==> config.mk <==
export PLATFORM = sky130hd
export DESIGN_NAME = branch_resolve_unit
export DESIGN_NICKNAME = d
export VERILOG_FILES = /design/src/rtl/branch_resolve_unit.sv
export SDC_FILE = /design/constraint.sdc
export NUM_CORES = 1
export LEC_CHECK = 0
export CORE_ASPECT_RATIO = 1.25
export CORE_MARGIN = 1
export CORE_UTILIZATION = 46
export CTS_BUF_LIST = sky130_fd_sc_hd__clkbuf_8 sky130_fd_sc_hd__clkbuf_16
export CTS_CLUSTER_DIAMETER = 60
export DETAILED_ROUTE_END_ITERATION = 6
export HOLD_SLACK_MARGIN = 0.05
export PLACE_DENSITY = 0.91
export SLEW_MARGIN = 20
export SYNTH_ARGS = -nofsm -noshare
export SYNTH_HDL_FRONTEND = slang
export SYNTH_SLANG_ARGS = --single-unit
==> constraint.sdc <==
create_clock -name clk -period 8.6 [get_ports clk]
set_input_delay 1.29 -clock clk [delete_from_list [all_inputs] [get_ports clk]]
set_output_delay 1.29 -clock clk [all_outputs]
set_load 0.005 [all_outputs]
==> src/rtl/branch_resolve_unit.sv <==
// Branch resolve unit: evaluates a RISC-V conditional branch, registers the
// resolved direction/target behind a single-entry output stage, and counts branches.
module branch_resolve_unit #(
  parameter int XLEN  = 32,
  parameter int CNT_W = 16
) (
  input  logic             clk,
  input  logic             rst,
  input  logic             in_valid,
  output logic             in_ready,
  input  logic [2:0]       funct3,
  input  logic [XLEN-1:0]  rs1_val,
  input  logic [XLEN-1:0]  rs2_val,
  input  logic [XLEN-1:0]  pc,
  input  logic [XLEN-1:0]  imm,
  input  logic             pred_taken,
  input  logic             flush,
  output logic             out_valid,
  input  logic             out_ready,
  output logic             taken,
  output logic [XLEN-1:0]  next_pc,
  output logic             mispredict,
  output logic             illegal,
  output logic [CNT_W-1:0] br_cnt,
  output logic [CNT_W-1:0] mis_cnt
);

  // Handshake: a transfer happens on a rising edge where valid && ready.
  // Input side accepts when in_valid && in_ready && !flush; output side
  // releases the entry when out_valid && out_ready. out_valid never drops
  // without a transfer except on flush or reset.

  localparam logic [CNT_W-1:0] CNT_MAX = '1;

  logic            accept;
  logic            eq, lt_s, lt_u, cond;
  logic            res_illegal, res_taken, res_mispredict;
  logic [XLEN-1:0] res_next_pc;

  assign in_ready = !out_valid || out_ready;
  assign accept   = in_valid && in_ready && !flush;

  always_comb begin
    eq   = (rs1_val == rs2_val);
    lt_s = ($signed(rs1_val) < $signed(rs2_val));
    lt_u = (rs1_val < rs2_val);
    // funct3[2:1] selects the comparison, funct3[0] inverts it.
    unique case (funct3[2:1])
      2'b00:   cond = eq;
      2'b10:   cond = lt_s;
      2'b11:   cond = lt_u;
      default: cond = 1'b0;
    endcase
    res_illegal    = (funct3[2:1] == 2'b01);
    res_taken      = (cond ^ funct3[0]) && !res_illegal;
    res_mispredict = res_taken ^ pred_taken;
    res_next_pc    = pc + (res_taken ? imm : XLEN'(4));
  end

  always_ff @(posedge clk) begin
    if (rst) begin
      out_valid  <= 1'b0;
      taken      <= 1'b0;
      mispredict <= 1'b0;
      illegal    <= 1'b0;
      next_pc    <= '0;
      br_cnt     <= '0;
      mis_cnt    <= '0;
    end else if (flush) begin
      out_valid <= 1'b0;
    end else if (accept) begin
      out_valid  <= 1'b1;
      taken      <= res_taken;
      mispredict <= res_mispredict;
      illegal    <= res_illegal;
      next_pc    <= res_next_pc;
      if (!res_illegal && br_cnt != CNT_MAX) br_cnt <= br_cnt + 1'b1;
      if (res_mispredict && mis_cnt != CNT_MAX) mis_cnt <= mis_cnt + 1'b1;
    end else if (out_valid && out_ready) begin
      out_valid <= 1'b0;
    end
  end

endmodule

==> key figures, run 1 <==
Logic synthesis
  – Top cell type by total area after synthesis: dfxtp_1
  – Synth top area share: 23.50%
  – Ys flop type: dfxtp_1
  – Syn Nets: 958
  – Synth cell types: 63
  – Synth Warn #: 0
  – Synth Instances: 755
  – Sequential area share after synthesis: 23.50%
  – Asr flop ratio synth: 0%
  – Mapped Avg Cell Area: ~7.7 um2
  – Number of synthesized register bits: 68
  – Mapped cell area: around 0.0058 mm2
  – Post-synth EDFFs: 0
  – Top post-synthesis cells by area: dfxtp_1 23%, ha_1 14%, a21oi_1 5.2%

Clock tree
  – CTS max path bufs: 2
  – CTS Root Cell: clkbuf_16
  – CTS tree: yes
  – CTS Buf Count: 9
  – Reg clk slew, reported paths: 0.06 ns
  – H-tree levels: 3
  – Post-CTS Setup Inserts: 0
  – Hold_buf cts: 0
  – Worst skew pair latency: 0.33 ns
  – Post-cts sizing count: 0
  – Clock sink count: 68

Floorplan
  – I/O Pins: between 200 and 250
  – Row cnt: 45
  – Chip Width: slightly above 100 um
  – CORE AREA: 0.01222 mm2
  – Initial core utilization: a little under half
  – Die Area: approximately 0.013 mm2
  – Die Height: 127.5 um

Pwr
  – Clk pwr share: 37.5%
  – Switching Power: 0.3155 mW
  – Leak: around 3.4 nW
  – Flop pwr share: 31.1%
  – Power density cells: 131.2 mW/mm2
  – Peak supply drop: 0.09908 mV
  – Logic gate share of total power: a little under a third
  – Internal power: 0.7712 mW
  – Net Sw Frac: 29.03%

Outcome
  – Outcome: finished, final reports clean

Setup path
  – Crit end category: flop
  – Slowest cell on the critical path: or4_1
  – Crit start category: primary input
  – CP arrival: 7.14 ns
  – R2R Path End: mis_cnt[15]$_SDFFE_PP0P_
  – WP buf/inv: 3
  – Critical R2R Launch: mis_cnt[3]$_SDFFE_PP0P_
  – Max incr delay on CP: roughly 0.54 ns
  – Crit path cell chain: clkdlybuf4s50_1 > inv_1 > ha_1 > a21o_1 > a21oi_1 > o31ai_1 > a211o_1 > nor3_1 > o31a_1 > nor3_2 > buf_4 > and2_1 > ha_1 > fa_1 > a21oi_1 > o21bai_1 > nor4_1 > or4_1 > a211oi_1 > or4_1 > and4_1 > or3_1 > a32o_1
  – CP Class: in -> reg
  – Reg2Reg Depth: 8
  – Worst EP required: slightly below 9 ns
  – Worst-path fanout max: 46
  – Flop2flop setup slack: roughly 5.4 ns
  – Top cell family by delay on the critical path: simple AND/OR/NAND/NOR gates

Routing
  – Final ANT Viol Nets: 0
  – Number of vias per cell: 5.522
  – Routed Wire Length: 16590 um
  – DRT Pass-1 Iters: 5
  – Drt initial violations: about 170
  – Drt drc: 0
  – Via count: between 6000 and 7000
  – WL/cell: 14.87 um

Layout
  – Layout cell share with drive strength beyond 1: about 4.7%
  – Nets: 1150
  – Ant diodes: 0
  – Area Overhead vs Synth: 42.98%
  – Fillers: 1035

Global routing
  – Global-route wire length before repair: 26610 um
  – GRT overflow: 0
  – Vias in the first global route: a little over 6000
  – Antenna violations before repair: 0
  – Largest net degree at the start of global routing: between 80 and 90
  – GRT Total Usage: 25.59%

Timing
  – Worst Skew: 0.006738 ns
  – Fin worst setup slack: 1.679 ns
  – Final Setup Violations: 0
  – Slew HR: 41.11%
  – Fin. Hold Viols: 0
  – Least-Margin Pin Slew: between 0.8 and 0.9 ns
  – Final worst path period share: 80.48%
  – Max frequency: around 140 MHz
  – Crit path time final: between 6 and 7 ns
  – Setup TNS: 0 ns
  – Unrepaired setup endpoints after global routing: no
  – Slew Limit Fails: 0

Placement
  – Hpwl dp: approximately 13000 um
  – Post-place setup slack: 1.404 ns
  – PortBufs: 205
  – Final GP Congestion: 0.8810

Worst hold path
  – Worst Hold Launch: next_pc[21]$_SDFFE_PP0P_
  – Min-delay worst type: reg -> reg
  – WHS Endpoint: next_pc[21]$_SDFFE_PP0P_
  – Worst Hold Depth: 2

Job
  – Reported max-cap violation count: 0
## power groups by stage
stage | logic [mW] | registers (mW) | clock network, mW
6_report | 0.342 | 0.337 | 0.407
4_1_cts | 0.342 | 0.338 | 0.413
2_1_floorplan | 0.199 | 0.345 | 0
3_3_place_gp | 0.332 | 0.344 | 0
3_5_place_dp | 0.339 | 0.344 | 0
5_1_grt | 0.380 | 0.339 | 0.429
## per-layer routing
| layer | vias up | part of all wire (%) | GRT usage [%] |
|---|---|---|---|
| li1 | 3084 | - | - |
| met1 | 2819 | 37 | 24.93 |
| met2 | 231 | 52 | 50.06 |
| met3 | 29 | 8.5 | 6.893 |
| met4 | 0 | 2.0 | 9.160 |
| met5 | - | 0 | 0 |
## placed cells by master, fill, tap and decap left out, drive strengths merged, types with 4 or more instances in the layout
| master | n |
|---|---|
| or4 | 6 |
| a211oi | 9 |
| xor2 | 13 |
| nor4 | 18 |
| or3 | 10 |
| buf | 5 |
| and2 | 32 |
| a211o | 4 |
| o21ai | 27 |
| nand3 | 26 |
| a21o | 23 |
| clkdlybuf4s50 | 204 |
| or2 | 4 |
| nor2 | 73 |
| nand2 | 77 |
| dfxtp | 68 |
| o21a | 6 |
| nor3 | 17 |
| o31ai | 4 |
| mux2i | 15 |
| a21oi | 60 |
| nor2b | 14 |
| o21bai | 8 |
| mux2 | 14 |
| clkbuf | 10 |
| ha | 65 |
| a31oi | 7 |
| xnor2 | 19 |
| inv | 50 |
| nand4 | 16 |
## Yosys cell counts, drive strengths merged, types with 3 or more instances
cell type and instances:
a21oi 60, o31ai 4, nor2 73, nand2 77, xor2 13, mux2i 15, nand4 16, and3 3
dfxtp 68, mux2 14, o211ai 3, a31oi 7, or3 10, xnor2 19, or4 6, nor3 17
a211oi 9, inv 50, and2 32, o21ai 27, a211o 4, nor4 18, clkbuf 20, o21bai 8
nor3b 3, a31o 3, a41o 3, nand2b 3, a311oi 3, nor2b 14, buf 8, o21a 6
a21o 23, nand3 26, ha 65, or2 4
## worst max path at each step
stage	from	depth (start not counted)	slack, ns	to
after detailed placement	rs2_val[18]	23	1.40	next_pc[30]$_SDFFE_PP0P_
after global routing	rs2_val[31]	23	1.35	next_pc[30]$_SDFFE_PP0P_
after CTS	rs2_val[18]	23	1.70	next_pc[30]$_SDFFE_PP0P_
final	rs2_val[18]	23	1.68	next_pc[30]$_SDFFE_PP0P_
after global placement	rs2_val[31]	23	1.60	next_pc[30]$_SDFFE_PP0P_
after floorplan	rs2_val[29]	24	2.22	next_pc[30]$_SDFFE_PP0P_
## area by class of cell
class	count	area, um2	area share, %
inverters	50	187.7	2.266
clock buffers	10	239.0	2.885
well taps	164	205.2	2.477
multi-input cells	609	4125	49.80
clock inverters	6	87.58	1.057
repair buffers	209	2077	25.08
flip-flops and latches	68	1361	16.44
## worst min-delay path, stage by stage (launching register included)
cell	delay, ns
dfxtp_1	0.30
nand2_1	0.05
a21oi_1	0.05
## cells by family after synthesis
| logic type | after synthesis | synth area share [%] |
|---|---|---|
| simple gates | 309 | 27.15 |
| flops | 68 | 23.50 |
| buf+inv | 78 | 5.464 |
| mux | 29 | 5.378 |
| fa+ha+maj | 66 | 14.38 |
| compound gates | 173 | 19.29 |
| xor+xnor | 32 | 4.838 |
## metrics by stage
step / power, mW / utilization, % / area (um2) / hold slack [ns] / instances
after detailed placement: 0.6828 / 65.12 / 7956 / 0.4432 / 1100
after global routing: 1.148 / 67.79 / 8283 / 0.4783 / 1116
after CTS: 1.093 / 67.79 / 8283 / 0.4512 / 1116
after global placement: 0.6759 / 65.12 / 7956 / 0.4406 / 1100
final: 1.087 / 67.79 / 8283 / 0.4493 / 1116
after floorplan: 0.5445 / - / 5793 / 0.4482 / 755
## flip-flops by register name (all words and copies together), names as in the netlist
signal / count
br_cnt: 16
illegal: 1
mis_cnt: 16
mispredict: 1
next_pc: 32
out_valid: 1
taken: 1
Power figures use the tool's default switching activity.
==> run 2: changes to the inputs <==
Clock period 8.6 ns to 7 ns, I/O delays scaled along.
==> key figures, run 2 (synthesis gave the netlist of run 1 again) <==
Layout
  – Most flops, register: next_pc
  – Layout cell share with drive strength beyond 1: 4.717%
  – Commonest non-fill, non-tap cells in the layout: 204 x clkdlybuf4s50_1, 77 x nand2_1, 73 x nor2_1
  – Ant diodes: 0
  – Area Overhead vs Synth: 42.53%
  – Most common cell after layout, fill and taps aside: clkdlybuf4s50_1
  – Nets: 1152
  – Largest registers: next_pc: 32 flops, br_cnt: 16 flops, mis_cnt: 16 flops
  – Fillers: 993
  – Finished Core Util: around two thirds
  – Max FFs per register: 32

Global routing
  – Antenna violations before repair: 0
  – Vias in the first global route: 5959
  – GRT Total Usage: about a quarter
  – Largest net degree at the start of global routing: 84
  – GRT overflow: 0
  – Global-route wire length before repair: 26290 um

Floorplan
  – Chip Width: 102.4 um
  – CORE AREA: 0.01222 mm2
  – Die Height: 127.5 um
  – Die Area: 0.01305 mm2
  – I/O Pins: 206
  – Initial core utilization: between 40% and 50%
  – Row cnt: 45

Timing
  – Fin. Hold Viols: 0
  – Max frequency: 158.2 MHz
  – Final Setup Violations: 0
  – Final worst path period share: 90.29%
  – Slew Limit Fails: 0
  – Worst Skew: 0.007504 ns
  – Unrepaired setup endpoints after global routing: no
  – Slew HR: 41.14%
  – Crit path time final: 6.320 ns
  – Setup TNS: 0 ns
  – Least-Margin Pin Slew: 0.8829 ns

Setup path
  – CP arrival: around 6.5 ns
  – CP Class: in -> reg
  – Worst EP required: just over 7 ns
  – Crit end category: flop
  – Slowest cell on the critical path: or4_1
  – Worst-path fanout max: 22
  – Crit start category: primary input
  – Top cell family by delay on the critical path: simple AND/OR/NAND/NOR gates
  – WP buf/inv: 2
  – Crit path cell chain: clkdlybuf4s50_1 > ha_1 > nand4_1 > nor3_2 > nand3_1 > a31oi_1 > nor3_1 > o31a_1 > nor3_2 > buf_4 > nand2b_1 > ha_1 > a21oi_1 > o21bai_1 > nor4_1 > or4_1 > a211oi_1 > or4_1 > and4_1 > or3_1 > a32o_1
  – Max incr delay on CP: ~0.5 ns

Clock tree
  – CTS max path bufs: 2
  – Post-cts sizing count: 0
  – Worst skew pair latency: roughly 0.33 ns
  – Clock sink count: ~70
  – Hold_buf cts: 0
  – CTS tree: yes
  – H-tree levels: 3
  – Reg clk slew, reported paths: 0.06 ns
  – CTS Buf Count: 9
  – CTS Root Cell: clkbuf_16
  – Post-CTS Setup Inserts: 0

Routing
  – WL/cell: 15.22 um
  – Final ANT Viol Nets: 0
  – Drt initial violations: 200
  – Routed Wire Length: 17010 um
  – Via count: 6166
  – Number of vias per cell: between 5 and 6
  – DRT Pass-1 Iters: 7
  – Drt drc: 0

Pwr
  – Power density cells: about 160 mW/mm2
  – Peak supply drop: 0.09884 mV
  – Leak: 3.444 nW

Placement
  – Hpwl dp: 13470 um
  – Final GP Congestion: between 0.9 and 1
  – PortBufs: 205

Job
  – Reported max-cap violation count: 0

Outcome
  – Outcome: finished, final reports clean

Worst hold path
  – Min-delay worst type: reg -> reg
-- run 2: cell count changes in the layout (fill, tap and decap cells not counted), sizes merged --
cell | before | now
buf | 5 | 7
bufinv | 2 | 1
clkbuf | 10 | 9
clkinv | 1 | 3
clkinvlp | 3 | 1
inv | 50 | 52
-- run 2: worst paths after layout --
check,from,end,slack (ns),depth (start not counted)
setup / recovery,rs1_val[31],next_pc[30]$_SDFFE_PP0P_,0.68,21
hold reg to reg,next_pc[5]$_SDFFE_PP0P_,next_pc[5]$_SDFFE_PP0P_,0.45,2
hold / removal,next_pc[5]$_SDFFE_PP0P_,next_pc[5]$_SDFFE_PP0P_,0.45,2
setup reg to reg,mis_cnt[3]$_SDFFE_PP0P_,mis_cnt[7]$_SDFFE_PP0P_,3.80,8
-- run 2: worst min-delay path, stage by stage, from the launching register on --
cell     delay [ns]
dfxtp_1        0.31
nand2_1        0.05
a21oi_1        0.05
-- run 2: cell type report --
class | instances | area, um2 | share of cell area, %
multi-input cells | 609 | 4125 | 49.96
repair buffers | 211 | 2092 | 25.34
flip-flops and latches | 68 | 1361 | 16.49
clock buffers | 9 | 225.2 | 2.728
well taps | 164 | 205.2 | 2.485
inverters | 50 | 187.7 | 2.273
clock inverters | 7 | 60.06 | 0.7274
-- run 2: stage by stage --
step,setup slack (ns),power [mW],hold slack (ns),area (um2),instances
final,0.6799,1.283,0.4514,8257,1118
after global routing,0.2095,1.353,0.4664,8257,1118
after CTS,0.7000,1.291,0.4535,8257,1118
after detailed placement,0.3593,0.8456,0.4441,7971,1102
after global placement,0.5267,0.8350,0.4392,7971,1102
after floorplan,0.8636,0.6689,0.4482,5793,755
-- run 2: power breakdown --
part           internal, mW  leakage (nW)  switching [mW]
Combinational         0.223          2.74           0.203
Sequential            0.405         0.553          0.0103
Clock                 0.271         0.148           0.171
-- run 2: per-layer routing --
metal  wire length [um]  part of all wire (%)  vias up  global-route usage (%)
li1                   -                     -     3085                       -
met4                444                   2.6        0                   10.34
met3               1381                   8.1       28                   6.838
met5                  0                     0        -                       0
met2               8828                    52      239                   48.72
met1               6358                    37     2814                   24.89
==> run 3: changes to the inputs <==
Settings changed: CORE_UTILIZATION 46 to 42, PLACE_DENSITY 0.91 to 0.88.
Clock period 7 ns to 5.2 ns, I/O delays scaled along.
==> key figures, run 3 (synthesis gave the netlist of run 1 again) <==
Clock tree
  – CTS max path bufs: 2
  – H-tree levels: 3
  – CTS tree: yes
  – CTS Buf Count: 9
  – Worst skew pair latency: approximately 0.34 ns
  – Reg clk slew, reported paths: ~0.060 ns
  – CTS Root Cell: clkbuf_16
  – Clock sink count: 68

Setup path
  – Worst EP required: roughly 5.4 ns
  – Crit start category: primary input
  – Reg2Reg Depth: 8
  – CP arrival: roughly 5.6 ns
  – CP startpoint: rs2_val[18]
  – Slowest cell on the critical path: or4_4
  – Top cell family by delay on the critical path: compound AO/OA/AOI/OAI gates
  – R2R Path End: mis_cnt[4]$_SDFFE_PP0P_
  – Flop2flop setup slack: 1.90 ns
  – Critical Path Stages: 23
  – WP buf/inv: 3
  – Critical R2R Launch: mis_cnt[3]$_SDFFE_PP0P_
  – CP Class: in -> reg
  – Crit path capture: next_pc[30]$_SDFFE_PP0P_
  – Max incr delay on CP: 0.43 ns
  – Worst-path fanout max: 6
  – Crit path cell chain: clkdlybuf4s15_1 > inv_2 > ha_4 > a21o_1 > a21oi_2 > o31ai_4 > a211o_4 > nor3_4 > o31a_1 > nor3_4 > buf_6 > and2_4 > ha_4 > fa_2 > a21oi_2 > o21bai_2 > nor4_2 > or4_4 > a211oi_2 > or4_4 > and4_1 > or3_1 > a32o_1
  – Crit end category: flop

Floorplan
  – Die Area: 0.01427 mm2
  – CORE AREA: roughly 0.013 mm2
  – I/O Pins: 206
  – Chip Width: 107.0 um
  – Row cnt: 47
  – Initial core utilization: 43.40%
  – Die Height: 133.3 um

Placement
  – Dpl cells: 1197
  – Final GP Congestion: just over 0.9
  – Hpwl dp: around 15000 um
  – PortBufs: between 200 and 250

Routing
  – Routed Wire Length: 25120 um
  – Via count: around 7300
  – Number of vias per cell: between 5 and 6
  – Drt initial violations: around 330
  – DRT Pass-1 Iters: 5
  – WL/cell: 20.13 um
  – Final ANT Viol Nets: 0
  – Drt drc: 0

Outcome
  – Outcome: finished, violations left
  – Violations in the final reports: setup timing

Timing
  – Crit path time final: 5.399 ns
  – Least-Margin Pin Slew: 0.8964 ns
  – Slew Limit Fails: 0
  – Slew HR: 40.24%
  – Final Setup Violations: 11
  – Max frequency: roughly 190 MHz
  – Fin worst setup slack: -0.1994 ns
  – Unrepaired setup endpoints after global routing: yes
  – Final worst path period share: 103.8%
  – Setup TNS: -0.9522 ns
  – Worst Skew: 0.01005 ns
  – Fin. Hold Viols: 0

Layout
  – Max FFs per register: 32
  – Layout cell share with drive strength beyond 1: 31.29%
  – Most common cell after layout, fill and taps aside: clkdlybuf4s50_1
  – Non-Filler Instances: 1248
  – Most flops, register: next_pc
  – Nets: approximately 1300
  – Commonest non-fill, non-tap cells in the layout: 140 x clkdlybuf4s50_1, 116 x buf_4, 75 x nand2_1
  – Area Overhead vs Synth: 77.32%
  – Ant diodes: 0
  – Largest registers: next_pc: 32 flops, br_cnt: 16 flops, mis_cnt: 16 flops

Global routing
  – Largest net degree at the start of global routing: 46
  – GRT Total Usage: 30.32%
  – Antenna violations before repair: 0
  – GRT overflow: 0
  – Vias in the first global route: 7013
  – Global-route wire length before repair: approximately 34000 um

Pwr
  – Flop pwr share: 25.5%
  – Net Sw Frac: 31.70%
  – Peak supply drop: 0.1642 mV
  – Clk pwr share: 32.6%
  – Internal power: 1.504 mW
  – Power density cells: 214.4 mW/mm2
  – Logic gate share of total power: 42.0%
  – Switching Power: approximately 0.70 mW
  – Leak: 4.436 nW

Job
  – Reported max-cap violation count: 0

Worst hold path
  – Worst Hold Launch: next_pc[9]$_SDFFE_PP0P_
  – Min-delay worst type: reg -> reg
## run 3: cell types whose count changed in the layout (fill, tap and decap cells not counted), sizes merged, moves of 2 or more
cell / change
bufinv: +2
clkdlybuf4s15: +5
buf: +123
clkbuf: +25
dlygate4sd2: +8
dlymetal6s2s: +26
clkdlybuf4s50: -64
## run 3: area by class of cell
cell class | count | area (um2)
multi-input cells | 609 | 5122
fillers | 851 | 3077
repair buffers | 334 | 3025
flip-flops and latches | 68 | 1361
clock buffers | 9 | 225.2
well taps | 171 | 214.0
inverters | 50 | 207.7
clock inverters | 7 | 116.4
## run 3: metal layers
| layer | share of wire, % | vias to the layer above | global-route usage (%) |
|---|---|---|---|
| met4 | 5.1 | 0 | 13.55 |
| met2 | 52 | 471 | 58.21 |
| met1 | 34 | 3402 | 29.69 |
| met3 | 8.8 | 121 | 8.219 |
| li1 | - | 3334 | - |
| met5 | 0 | - | 0 |
## run 3: worst min path at each step
stage / end / slack, ns / cells past startpoint
after floorplan: next_pc[23]$_SDFFE_PP0P_ / 0.45 / 2
after global placement: next_pc[3]$_SDFFE_PP0P_ / 0.44 / 2
after detailed placement: next_pc[4]$_SDFFE_PP0P_ / 0.45 / 2
after CTS: next_pc[4]$_SDFFE_PP0P_ / 0.45 / 2
after global routing: next_pc[9]$_SDFFE_PP0P_ / 0.47 / 2
final: next_pc[9]$_SDFFE_PP0P_ / 0.46 / 2
## run 3: power groups by stage
stage / Sequential, mW / Combinational, mW / Clock, mW
after floorplan: 0.571 / 0.346 / 0
after global placement: 0.570 / 0.670 / 0
after detailed placement: 0.570 / 0.689 / 0
after CTS: 0.560 / 0.777 / 0.725
after global routing: 0.563 / 0.979 / 0.747
final: 0.561 / 0.925 / 0.717
## run 3: worst min-delay path, cell delays in order, from the launching register on
cell     delay [ns]
dfxtp_1        0.31
nand2_1        0.05
a21oi_1        0.05
## run 3: per-stage QoR
step                      total power [mW]  utilization (%)  setup slack (ns)  hold slack [ns]  cell area, um2
after global placement               1.240            66.14           -0.6578           0.4387            8828
after floorplan                     0.9167                -           -0.2432           0.4482            5982
final                                2.203            76.95           -0.1994           0.4574           10270
after CTS                            2.061            72.96           -0.1395           0.4536            9739
after detailed placement             1.259            66.14           -0.8097           0.4460            8828
after global routing                 2.289            76.95           -0.4144           0.4737           10270
## run 3: timing repair
item,in CTS,in global routing
gates resized for setup,124,165
setup endpoints to repair,13,18
pin swaps,14,59
buffers inserted,20,15
hold buffers,0,0
gates cloned,1,0
